File: src/rtl/uart_tx_arbiter.sv
// uart_tx_arbiter: round-robin packet arbiter sharing one UART transmitter among four requesters
module uart_tx_arbiter #(
  parameter int NREQ    = 4,
  parameter int TIMEOUT = 1000
) (
  input  logic              clock,
  input  logic              reset,
  input  logic [NREQ-1:0]   req_valid,
  input  logic [8*NREQ-1:0] req_data,
  input  logic [NREQ-1:0]   req_last,
  output logic [NREQ-1:0]   req_ready,
  output logic [NREQ-1:0]   grant,
  output logic              abort,
  output logic [7:0]        tx_data,
  output logic              tx_start,
  input  logic              tx_ready,
  output logic              busy
);
  localparam int CW = $clog2(TIMEOUT);
  typedef enum logic [1:0] {IDLE, GRANT, HOLD, SEND} state_t;
  state_t          state_q, state_d;
  logic [1:0]      g_q, g_d, pick;
  logic [CW-1:0]   cnt_q, cnt_d;
  logic [7:0]      tx_data_q, tx_data_d;
  logic [NREQ-1:0] req_ready_q, req_ready_d;
  logic            tx_start_q, tx_start_d, abort_q, abort_d, was_last_q, was_last_d, any;
  // g_q doubles as last_grant while idle; scanning from the far end lets the nearest requester win
  always_comb begin
    pick = g_q;
    any  = 1'b0;
    for (int k = NREQ; k >= 1; k--) begin
      if (req_valid[g_q + 2'(k)]) begin
        pick = g_q + 2'(k);
        any  = 1'b1;
      end
    end
  end
  always_comb begin
    state_d     = state_q;
    g_d         = g_q;
    cnt_d       = cnt_q;
    tx_data_d   = tx_data_q;
    was_last_d  = was_last_q;
    tx_start_d  = 1'b0;
    abort_d     = 1'b0;
    req_ready_d = '0;
    case (state_q)
      IDLE: begin
        if (any) begin
          g_d     = pick;
          cnt_d   = '0;
          state_d = GRANT;
        end
      end
      GRANT: begin
        if (tx_ready && req_valid[g_q]) begin
          tx_data_d   = req_data[{g_q, 3'b000} +: 8];
          tx_start_d  = 1'b1;
          req_ready_d = NREQ'(1) << g_q;
          was_last_d  = req_last[g_q];
          cnt_d       = '0;
          state_d     = HOLD;
        end else if (tx_ready) begin
          abort_d = cnt_q == CW'(TIMEOUT - 1);
          cnt_d   = abort_d ? cnt_q : cnt_q + 1'b1;
          state_d = abort_d ? IDLE : GRANT;
        end
      end
      HOLD: state_d = SEND;
      SEND: state_d = !tx_ready ? SEND : was_last_q ? IDLE : GRANT;
    endcase
  end
  always_ff @(posedge clock) begin
    if (reset) begin
      state_q     <= IDLE;
      g_q         <= 2'd3;
      cnt_q       <= '0;
      tx_data_q   <= '0;
      tx_start_q  <= 1'b0;
      abort_q     <= 1'b0;
      req_ready_q <= '0;
      was_last_q  <= 1'b0;
    end else begin
      state_q     <= state_d;
      g_q         <= g_d;
      cnt_q       <= cnt_d;
      tx_data_q   <= tx_data_d;
      tx_start_q  <= tx_start_d;
      abort_q     <= abort_d;
      req_ready_q <= req_ready_d;
      was_last_q  <= was_last_d;
    end
  end
  assign grant     = (state_q == IDLE) ? '0 : NREQ'(1) << g_q;
  assign busy      = state_q != IDLE;
  assign req_ready = req_ready_q;
  assign tx_start  = tx_start_q;
  assign tx_data   = tx_data_q;
  assign abort     = abort_q;
endmodule
File: config.mk
export PLATFORM = sky130hd
export DESIGN_NAME = uart_tx_arbiter
export DESIGN_NICKNAME = d
export VERILOG_FILES = /design/src/rtl/uart_tx_arbiter.sv
export SDC_FILE = /design/constraint.sdc
export NUM_CORES = 1
export LEC_CHECK = 0
export CAP_MARGIN = 10
export CORE_MARGIN = 4
export CORE_UTILIZATION = 31
export CTS_BUF_LIST = sky130_fd_sc_hd__clkbuf_4 sky130_fd_sc_hd__clkbuf_8
export DETAILED_ROUTE_END_ITERATION = 10
export DONT_BUFFER_PORTS = 1
export PLACE_DENSITY = 0.5
export SETUP_SLACK_MARGIN = 0.3
export SLEW_MARGIN = 5
export SYNTH_ARGS = -nofsm -noshare
export SYNTH_HDL_FRONTEND = slang
export SYNTH_SLANG_ARGS = --single-unit
File: constraint.sdc
create_clock -name clock -period 6.7 [get_ports clock]
set_clock_uncertainty 0.1 [all_clocks]
set_input_delay 1.34 -clock clock [delete_from_list [all_inputs] [get_ports clock]]
set_output_delay 1.34 -clock clock [all_outputs]
set_load 0.03 [all_outputs]
[Yosys cells after proc, flatten, opt, wreduce, memory -nomap -nowiden]
Cells that the tools add are included.
Operators by class
  muxes and demuxes: 31
  $add $sub $neg: 4
  equality and inequality tests: 7
  shifts and indexed selects: 2
  bitwise operators: 3
  reduce and logical (&&, ||, !) cells: 12
  order comparisons: 4
Operators with widths (count)
  $mux W10: 4
  $shiftx A32 B6 Y8: 1
  $pmux W10 S2: 1
  $mux W2: 7
  $lt A2 B3 Y1 const B: 4
  $mux W1: 12
  $add A10 B1 Y10 const B: 1
  $bmux W1 S2: 5
  $eq A10 B10 Y1 const B: 1
  $pmux W2 S4: 1
  $ne A3 B3 Y1 const B: 2
  $add A2 B2 Y2 const B: 2
  $eq A2 B2 Y1 const B: 2
  $mux W4: 1
  $reduce_and A2 Y1: 2
  $reduce_and A4 Y1: 1
  $reduce_bool A2 Y1: 2
  $reduce_or A4 Y1: 1
  $shl A1 B2 Y4 const A: 1
  $not A1 Y1: 3
  $reduce_and A3 Y1: 1
  $reduce_bool A3 Y1: 1
  $reduce_or A3 Y1: 1
  $add A2 B1 Y2 const B: 1
  other kinds (5): 5
Storage, ports and cells
  input bits: 43
  logic and storage cells: 71
  register bits after elaboration: 29
  output and inout bits: 19

[Logic depth before layout (Yosys ltp)]
Gate-level depths: netlist (run 1).
  word-level depth: 8
  mapped depth: 8
  mapped depth without buffers: 6

[Least setup slack after synthesis (run 1)]
No wires, ideal clock.
  path type: input to register
  start: input req_valid[3]
  end: register cnt_q[6]
  cell stages on the path: 5
  library setup time: 118 ps
  path buffers: 0
  slack: 3721 ps
  data required time: 6482 ps
  arrival: 2761 ps
  cell sequence: mux4_2 o41a_4 and2_4 a21oi_1 nor3b_2
Between the ends
  longest elaborated chain between the ends: 8
  elaborated cells on any way between the ends: 19
  classes of those cells: 3 x eq/ne; 14 x mux; 2 x reduce/logical
RTL lines
  start, declared: line 8  | input logic [NREQ-1:0] req_valid,
  $bmux W1 S2: line 32, 56
  $mux W1 (not written as such): line 32, 56
  $mux W1 (4 in series): line 32  | if (req_valid[g_q + 2'(k)]) begin
  $ne A2 B2 Y1 (no line)
  $reduce_and A4 Y1 (no line)
  end signal, assigned: line 86  | cnt_q <= cnt_d;
  end, declared: line 23  | logic [CW-1:0] cnt_q, cnt_d;
Several ways; a longest one is shown, not always the timed one. The select of a mux whose other input is x is not followed.
A chain may end at the register's enable or synchronous reset.

[Worst setup path after layout (run 1)]
  start: register g_q[0]
  end: output grant[2]
Between the ends
  longest elaborated chain between the ends: 2
RTL lines
  start, declared: line 22  | logic [1:0] g_q, g_d, pick;
  start signal, assigned: line 85  | g_q <= g_d;
  $shl A1 B2 Y4: line 94  | assign grant = (state_q == IDLE) ? '0 : NREQ'(1) << g_q;
  $mux W4: line 94
  end, declared: line 12  | output logic [NREQ-1:0] grant,
No other way between the ends.

==> out/qor.yml, run 1 <==
outcome:
  status: "completed"
routing:
  antenna_left: 0
  dr.pass1.iters: 4
  avgRoutedWirePerCell_microns: 16.40
  first_iter_violations: 58
  viasPerCell: 5.445
  drc_errors: 0
  wl_mm: 4.019
  num_vias: 1334
power:
  comb_power_share_pct: 22.1
  p_int_uw: 309.5
  switching_share_pct: 32.17
  powerDensity_nw_per_um2: 250.6
  clkPwrFrac_pct: 31.7
  power_switching_uw: 146.8
  sequentialPowerShare_pct: 46.2
  p_total_uw: 456.2
  p_leak_nw: 0.7277
  vdd_drop_max_uv: 100.7
clocking:
  hold_buffers: 0
  path_clk_slew_ns: 0.07
  cts_root_buffer: "clkbuf_8"
  postCtsSetupRepairBufs: 0
  cts_tree: "yes"
  cts_buffer_depth: 2
  htree_levels: 2
  cts.sinks: 29
  numCtsBuffers: 5
  insertion_delay_ns: 0.28
  ctsResizeCount: 0
critical_path:
  path_delay_family: "flip-flops"
  crit_fanout: 20
  path_class: "reg2out"
  r2r-start: "g_q[1]$_SDFFE_PP1P_"
  slowest_delay_ns: 0.96
  crit_path_cell_trace: "inv_1 > ha_1 > and2_1"
  worstPathArrival_ns: 1.91
  cp-start-kind: "flip-flop"
  slowest_stage: "dfxtp_1"
  crit_path_start: "g_q[0]$_SDFFE_PP1P_"
  critPathCaptureType: "output pin"
  worstPathRequired_ns: 5.26
  cp_num_buf_inv: 1
timing:
  holdWs_ns: 0.3864
  period_needed_ns: 3.353
  fin_ws_ns: 3.347
  rsz0062_at_grt: "no"
  drv_slew: 0
  relSlewSlack_pct: 35.29
  fmax_ghz: 0.2982
  finalHoldViolations: 0
  setup_viol: 0
  finalCritPeriodShare_pct: 50.04
  max_slew.worst_pin.slew_ns: 0.9693
  setup_tns_ns: 0
die:
  die_area_sq_um: 6685
  die_width_microns: 81.76
  ios: 62
  start_util_pct: 32.40
  coreArea_sq_um: 5205
  die_h_microns: 81.76
  row_count: 26
layout:
  drive_gt1_share_pct: 13.71
  fill_cells: 557
  regArea_sq_um: 580.6
  fin_area_sq_um: 1821
  multiInputGateArea_sq_um: 1051
  antennaDiodeCount: 0
  post-route-util_pct: 34.98
  nets: 222
  syn_to_final_growth_pct: 7.938
  layout.cells.non_filler: 245
synthesis:
  synth.distinct_cells: 42
  synth_area_leaders: "dfxtp_1, mux4_2, mux2i_1, a21oi_1, nor2_1"
  synth_seq_cells: 29
  synth_enable_flop_cells: 0
  yosys_warnings: 0
  synth.top_cell.area_share_pct: 34.42
  ys_seq_area_share_pct: 34.42
  synth_area_per_cell_sq_um: 9.638
  synth_flop_cell: "dfxtp_1"
  syn_area_sq_um: 1687
  yosysTopAreaCell: "dfxtp_1"
  syn_inst: 175
  synth_nets: 223
  synthArstFlopShare_pct: 0
place:
  io_buffer_count: 0
  dpl_cell_area_sq_um: 1734
  dp_cells: 237
  place_worst_setup_slack_ns: 3.613
  hpwl_mm: 3.037
  gp_congestion: 0.8440
global_route:
  grt_pass1_wl_mm: 6.486
  antenna_found_initial: 0
  grt_pass1_vias: 1380
  grt_start_max_net_pins: 25
  grt_usage_pct: 12.63
  overflow: 0
job:
  maxCapViolCount: 0
worst_hold_path:
  worstHoldStart: "cnt_q[9]$_SDFFE_PP0P_"
  hold_class: "reg2reg"
## worst paths after layout
kind                            to  slack [ns]  cells after the start
max reg2reg  cnt_q[6]$_SDFFE_PP0P_        4.04                      5
max                       grant[2]        3.35                      3
min          cnt_q[9]$_SDFFE_PP0P_        0.39                      2
min reg2reg  cnt_q[9]$_SDFFE_PP0P_        0.39                      2
## cell type report
class                   count  share of cell area, %
clock buffers               6                  4.192
clock inverters             2                 0.5498
inverters                   4                 0.8247
multi-input cells         134                  57.73
flip-flops and latches     29                  31.89
well taps                  70                  4.811
## synth_stat cells, types with 2 or more instances
library cell  instances
and2_1               10
nand4_1               2
a31oi_1               2
buf_2                 2
mux4_2               10
mux2i_1              14
nand2b_1              2
ha_1                  5
nor2b_1               2
nand2_1              10
a211oi_1              2
a21oi_1              16
clkbuf_1              4
inv_1                 4
nor4b_1               2
dfxtp_1              29
nor2_1               17
o21ai_0               9
or3_1                 4
o211ai_1              2
nand3_1               4
and3_1                2
nand3b_1              2
## layout by cell type, fill, tap and decap left out, types with 2 or more instances in the layout
master and count:
dfxtp_1 29, nor2_1 17, a21oi_1 16, mux2i_1 14, and2_1 10, mux4_2 10
nand2_1 10, o21ai_0 9, ha_1 5, clkbuf_8 5, inv_1 4, or3_1 4
nand3_1 4, nor4b_1 2, a31oi_1 2, o211ai_1 2, nand4_1 2, nand2b_1 2
and3_1 2, nor2b_1 2, a211oi_1 2, nand3b_1 2, clkinv_2 2
## tightest hold or removal path, stage by stage, from the launching register on
cell and delay (ns):
dfxtp_1 0.32, o21ai_0 0.07, a21oi_1 0.06
## kinds of logic after synthesis
| kind of cell | share of synthesized area (%) |
|---|---|
| AND/OR/NAND/NOR | 23.29 |
| AO/OA/AOI/OAI | 13.65 |
| flip-flops | 34.42 |
| multiplexers | 21.66 |
| buffers and inverters | 3.263 |
| adder cells (fa/ha/maj) | 3.709 |
## power groups by stage
stage	combinational (mW)	sequential, mW	clock, mW
global route	0.111	0.215	0.157
global placement	0.0987	0.215	0
floorplan	0.105	0.198	0
CTS	0.101	0.212	0.149
detailed placement	0.101	0.216	0
finish	0.101	0.211	0.145
## flip-flops by register name, summed over array words and instances, names as in the netlist
signal / count
tx_start: 1
was_last_q: 1
abort: 1
req_ready: 4
tx_data: 8
state_q: 2
g_q: 2
cnt_q: 10
## routing by layer
metal / vias to the layer above / routed length [microns] / track usage [%]
met5: - / 0 / 0
met4: 0 / 67 / 5.482
met3: 6 / 291 / 4.934
met2: 53 / 2017 / 21.49
met1: 624 / 1643 / 13.89
li1: 651 / - / -
Note: power is estimated with default switching activity, not from simulation.
==> run 2: changes to the inputs <==
- clock period: 6.7 -> 3.25 ns (I/O delays scaled with it)
==> out/qor.yml, run 2 (synthesis gave the netlist of run 1 again) <==
routing:
  first_iter_violations: 117  # was 58
  avgRoutedWirePerCell_microns: 16.26  # was 16.40 microns
  wl_mm: 4.015  # was 4.019 mm
  antenna_left: 0  # unchanged
  drc_errors: 0  # unchanged
  viasPerCell: 5.567  # was 5.445
  dr.pass1.iters: 4  # unchanged
  num_vias: 1375  # was 1,334
layout:
  syn_to_final_growth_pct: 10.83  # was 7.938%
  top_register: "cnt_q"  # unchanged
  final_cell_mix: "dfxtp_1, nor2_1, a21oi_1, mux2i_1"  # unchanged
  post-route-util_pct: 35.91  # was 34.98%
  largest_register_ffs: 10  # unchanged
  nets: 224  # was 222
  drive_gt1_share_pct: 14.69  # was 13.71%
  final_common_cell: "dfxtp_1"  # unchanged
  fill_cells: 544  # was 557
  antennaDiodeCount: 0  # unchanged
place:
  gp_congestion: 0.8203  # was 0.8440
  io_buffer_count: 0  # unchanged
  hpwl_mm: 3.160  # was 3.037 mm
critical_path:
  cp-start-kind: "flip-flop"  # unchanged
  critPathCaptureType: "flip-flop"  # was output pin
  worstPathRequired_ns: 3.31  # was 5.26 ns
  worstPathArrival_ns: 2.41  # was 1.91 ns
  crit_fanout: 19  # was 20
  path_class: "reg2reg"  # was reg2out
global_route:
  grt_usage_pct: 12.41  # was 12.63%
  grt_pass1_wl_mm: 6.430  # was 6.486 mm
  grt_pass1_vias: 1402  # was 1,380
  overflow: 0  # unchanged
  grt_start_max_net_pins: 25  # unchanged
  antenna_found_initial: 0  # unchanged
die:
  die_area_sq_um: 6685  # unchanged
  row_count: 26  # unchanged
  die_h_microns: 81.76  # unchanged
  ios: 62  # unchanged
  start_util_pct: 32.40  # unchanged
  coreArea_sq_um: 5205  # unchanged
  die_width_microns: 81.76  # unchanged
power:
  p_int_uw: 744.4  # was 309.5 uW
  switching_share_pct: 28.32  # was 32.17%
  p_leak_nw: 0.7501  # was 0.7277 nW
  vdd_drop_max_uv: 208.9  # was 100.7 uV
  powerDensity_nw_per_um2: 555.6  # was 250.6 nW/um^2
  comb_power_share_pct: 23.8  # was 22.1%
  power_switching_uw: 294.2  # was 146.8 uW
  sequentialPowerShare_pct: 38.8  # was 46.2%
  clkPwrFrac_pct: 37.5  # was 31.7%
clocking:
  htree_levels: 2  # unchanged
  cts_tree: "yes"  # unchanged
  postCtsSetupRepairBufs: 0  # unchanged
  cts_buffer_depth: 2  # unchanged
  cts_root_buffer: "clkbuf_8"  # unchanged
  numCtsBuffers: 5  # unchanged
  ctsResizeCount: 0  # unchanged
  path_clk_slew_ns: 0.07  # about the same
  hold_buffers: 0  # unchanged
  cts.sinks: 29  # unchanged
  insertion_delay_ns: 0.28  # about the same
timing:
  drv_slew: 0  # unchanged
  setup_tns_ns: 0  # unchanged
  finalCritPeriodShare_pct: 72.15
  max_slew.worst_pin.slew_ns: 0.6396  # was 0.9693 ns
  setup_viol: 0  # unchanged
  fmax_ghz: 0.4264
  rsz0062_at_grt: "no"  # unchanged
  period_needed_ns: 2.345
  relSlewSlack_pct: 57.26  # was 35.29%
  finalHoldViolations: 0  # unchanged
job:
  maxCapViolCount: 0  # unchanged
outcome:
  status: "completed"  # unchanged
worst_hold_path:
  hold_class: "in2reg"  # was reg2reg
[run 2: routing by layer]
metal	track usage (%)	part of all wire, %
met5	0	0
met2	21.24	52
met3	5.154	8.2
met1	13.77	39
met4	4.319	1.0
[run 2: final cells by class]
class / instances / area, sq um / share of cell area [%]
multi-input combinational: 134 / 1051 / 56.23
sequential: 29 / 580.6 / 31.06
clock buffer: 7 / 90.09 / 4.819
tap: 70 / 87.58 / 4.685
clock inverter: 1 / 30.03 / 1.606
timing repair buffer: 2 / 15.01 / 0.8032
inverter: 4 / 15.01 / 0.8032
[run 2: power by group through the flow]
stage	sequential, mW	combinational (mW)	clock, mW
after floorplan	0.409	0.216	0
after global placement	0.411	0.241	0
after detailed placement	0.411	0.249	0
after CTS	0.403	0.249	0.401
after global routing	0.405	0.273	0.418
final	0.402	0.247	0.389
[run 2: critical path: stages (launching register included)]
cell	delay [ns]
dfxtp_1	0.31
buf_4	0.24
mux4_2	0.61
o41a_4	0.57
and2_4	0.18
a21oi_1	0.15
nor3b_2	0.06
[run 2: final timing paths]
check / start / end / slack, ns / depth (start not counted)
max reg2reg: g_q[1]$_SDFFE_PP1P_ / cnt_q[6]$_SDFFE_PP0P_ / 0.91 / 6
min reg2reg: cnt_q[1]$_SDFFE_PP0P_ / cnt_q[1]$_SDFFE_PP0P_ / 0.38 / 2
min: reset / was_last_q$_SDFFE_PP0P_ / 0.34 / 1
max: g_q[1]$_SDFFE_PP1P_ / cnt_q[6]$_SDFFE_PP0P_ / 0.91 / 6
[run 2: metrics by stage]
stage | instance area, sq um | hold slack (ns) | cells | setup WS [ns] | total power [mW]
finish | 1869 | 0.3391 | 247 | 0.9050 | 1.039
global route | 1869 | 0.3260 | 247 | 0.7928 | 1.096
CTS | 1869 | 0.3255 | 247 | 0.9039 | 1.053
detailed placement | 1749 | 0.3734 | 239 | 0.9006 | 0.6595
global placement | 1749 | 0.3683 | 239 | 0.9236 | 0.6519
floorplan | 1687 | 0.3530 | 175 | 0.9610 | 0.6249
==> run 3: changes to the inputs <==
- PLACE_DENSITY: 0.5 -> 0.51
- clock period: 3.25 -> 2.06 ns (I/O delays scaled with it)
==> out/qor.yml, run 3 (synthesis gave the netlist of run 1 again) <==
outcome:
  status: "completed"  # unchanged
layout:
  fill_cells: 540  # was 544
  antennaDiodeCount: 0  # unchanged
  drive_gt1_share_pct: 27.72  # was 14.69%
  top_register: "cnt_q"  # unchanged
  final_common_cell: "dfxtp_1"  # unchanged
  layout.cells.non_filler: 254  # was 247
  syn_to_final_growth_pct: 22.40  # was 10.83%
  largest_register_ffs: 10  # unchanged
  nets: 231  # was 224
  final_cell_mix: "dfxtp_1, nor2_1, a21oi_1, mux2i_1, mux4_2"  # was dfxtp_1, nor2_1, a21oi_1, mux2i_1
clocking:
  numCtsBuffers: 5  # unchanged
  hold_buffers: 0  # unchanged
  cts_root_buffer: "clkbuf_8"  # unchanged
  cts.sinks: 29  # unchanged
  cts_buffer_depth: 2  # unchanged
  insertion_delay_ns: 0.28  # about the same
  htree_levels: 2  # unchanged
  path_clk_slew_ns: 0.07  # about the same
  cts_tree: "yes"  # unchanged
critical_path:
  cp_num_buf_inv: 0  # was 1
  r2r_setup_slack_ns: 0.10  # was 0.91 ns
  r2r-end: "cnt_q[0]$_SDFFE_PP0P_"  # was cnt_q[6]$_SDFFE_PP0P_
  crit_path_start: "g_q[1]$_SDFFE_PP1P_"  # unchanged
  critPathCaptureType: "flip-flop"  # unchanged
  slowest_stage: "mux4_2"  # unchanged
  worstPathArrival_ns: 2.03  # was 2.41 ns
  path_delay_family: "multiplexers"  # was compound AO/OA/AOI/OAI gates
  reg2regPathDepth: 5  # was 6
  cp-start-kind: "flip-flop"  # unchanged
  crit_fanout: 6  # was 19
  slowest_delay_ns: 0.57  # was 0.61 ns
  path_class: "reg2reg"  # unchanged
  r2r-start: "g_q[1]$_SDFFE_PP1P_"  # unchanged
  worstPathRequired_ns: 2.13  # was 3.31 ns
  crit_path_cell_trace: "mux4_2 > o41a_4 > and2_4 > mux2i_1 > nor2_1"  # was buf_4 > mux4_2 > o41a_4 > and2_4 > a21oi_1 > nor3b_2
timing:
  period_needed_ns: 1.957  # was 2.345 ns
  fmax_ghz: 0.5109  # was 0.4264 GHz
  max_slew.worst_pin.slew_ns: 0.3824  # was 0.6396 ns
  setup_viol: 0  # unchanged
  setup_tns_ns: 0  # unchanged
  finalHoldViolations: 0  # unchanged
  drv_slew: 0  # unchanged
  relSlewSlack_pct: 74.27  # was 57.26%
  finalCritPeriodShare_pct: 95.02  # was 72.15%
  rsz0062_at_grt: "yes"  # was no
power:
  vdd_drop_max_uv: 398.9  # was 208.9 uV
  p_leak_nw: 0.8380  # was 0.7501 nW
  powerDensity_nw_per_um2: 890.0  # was 555.6 nW/um^2
global_route:
  overflow: 0  # unchanged
  antenna_found_initial: 0  # unchanged
  grt_pass1_vias: 1465  # was 1,402
  grt_pass1_wl_mm: 6.996  # was 6.430 mm
  grt_usage_pct: 13.78  # was 12.41%
  grt_start_max_net_pins: 25  # unchanged
die:
  ios: 62  # unchanged
  row_count: 26  # unchanged
  die_area_sq_um: 6685  # unchanged
  die_width_microns: 81.76  # unchanged
  coreArea_sq_um: 5205  # unchanged
  die_h_microns: 81.76  # unchanged
  start_util_pct: 32.40  # unchanged
worst_hold_path:
  worstHoldStart: "reset"  # unchanged
  min_path_cells: 1  # unchanged
  hold_end: "cnt_q[1]$_SDFFE_PP0P_"  # was was_last_q$_SDFFE_PP0P_
  hold_class: "in2reg"  # unchanged
routing:
  first_iter_violations: 91  # was 117
  dr.pass1.iters: 4  # unchanged
  num_vias: 1376  # was 1,375
  wl_mm: 4.361  # was 4.015 mm
  antenna_left: 0  # unchanged
  viasPerCell: 5.417  # was 5.567
  drc_errors: 0  # unchanged
  avgRoutedWirePerCell_microns: 17.17  # was 16.26 microns
job:
  maxCapViolCount: 0  # unchanged
place:
  dp_cells: 241  # was 239
  io_buffer_count: 0  # unchanged
  hpwl_mm: 3.159  # was 3.160 mm
  gp_congestion: 0.7749  # was 0.8203
## run 3: worst max-delay path by stage
stage	depth (start not counted)	to	slack (ns)
floorplan	6	cnt_q[6]$_SDFFE_PP0P_	0.11
global placement	5	cnt_q[0]$_SDFFE_PP0P_	0.12
detailed placement	5	cnt_q[5]$_SDFFE_PP0P_	0.07
CTS	5	cnt_q[0]$_SDFFE_PP0P_	0.11
global route	4	cnt_q[6]$_SDFFE_PP0P_	0.04
finish	5	cnt_q[0]$_SDFFE_PP0P_	0.10
## run 3: layout make-up
cell class	instances	area, sq um	area share (%)
flip-flops and latches	29	588.1	28.48
inverters	4	15.01	0.7273
repair buffers	8	118.9	5.758
multi-input cells	135	1121	54.30
clock inverters	3	65.06	3.152
clock buffers	5	68.82	3.333
well taps	70	87.58	4.242
## run 3: worst reg2reg max path, cell delays in order (launching register included)
cell	delay, ns
dfxtp_2	0.36
mux4_2	0.57
o41a_4	0.44
and2_4	0.19
mux2i_1	0.14
nor2_1	0.06
## run 3: stage by stage
| stage | power, mW | util [%] | setup WS [ns] | hold WS [ns] | cell area (sq um) |
|---|---|---|---|---|---|
| floorplan | 0.9997 | - | 0.1057 | 0.3530 | 1709 |
| global placement | 1.040 | 34.23 | 0.1215 | 0.3693 | 1782 |
| detailed placement | 1.052 | 34.23 | 0.07463 | 0.3711 | 1782 |
| CTS | 1.828 | 38.75 | 0.1145 | 0.07798 | 2017 |
| global route | 1.925 | 39.66 | 0.03776 | 0.07594 | 2064 |
| finish | 1.837 | 39.66 | 0.1026 | 0.08891 | 2064 |
## run 3: what timing repair did
item	4_1_cts	5_1_grt
hold endpoints to repair	0	0
cloned	1	1
resized for setup	18	10
setup endpoints to repair	16	31
pin swaps	6	3
setup buffers	3	0
## run 3: power breakdown
group / switching [mW] / internal (mW) / leakage, nW / total (mW)
registers: 0.0522 / 0.591 / 0.237 / 0.643
clock network: 0.231 / 0.480 / 0.0681 / 0.712
logic: 0.234 / 0.249 / 0.533 / 0.483
## run 3: layer usage
metal  GRT usage (%)  share of wire (%)
met3           5.921                7.7
met4           5.150                1.5
met1           15.11                 40
met5               0                  0
met2           23.51                 51
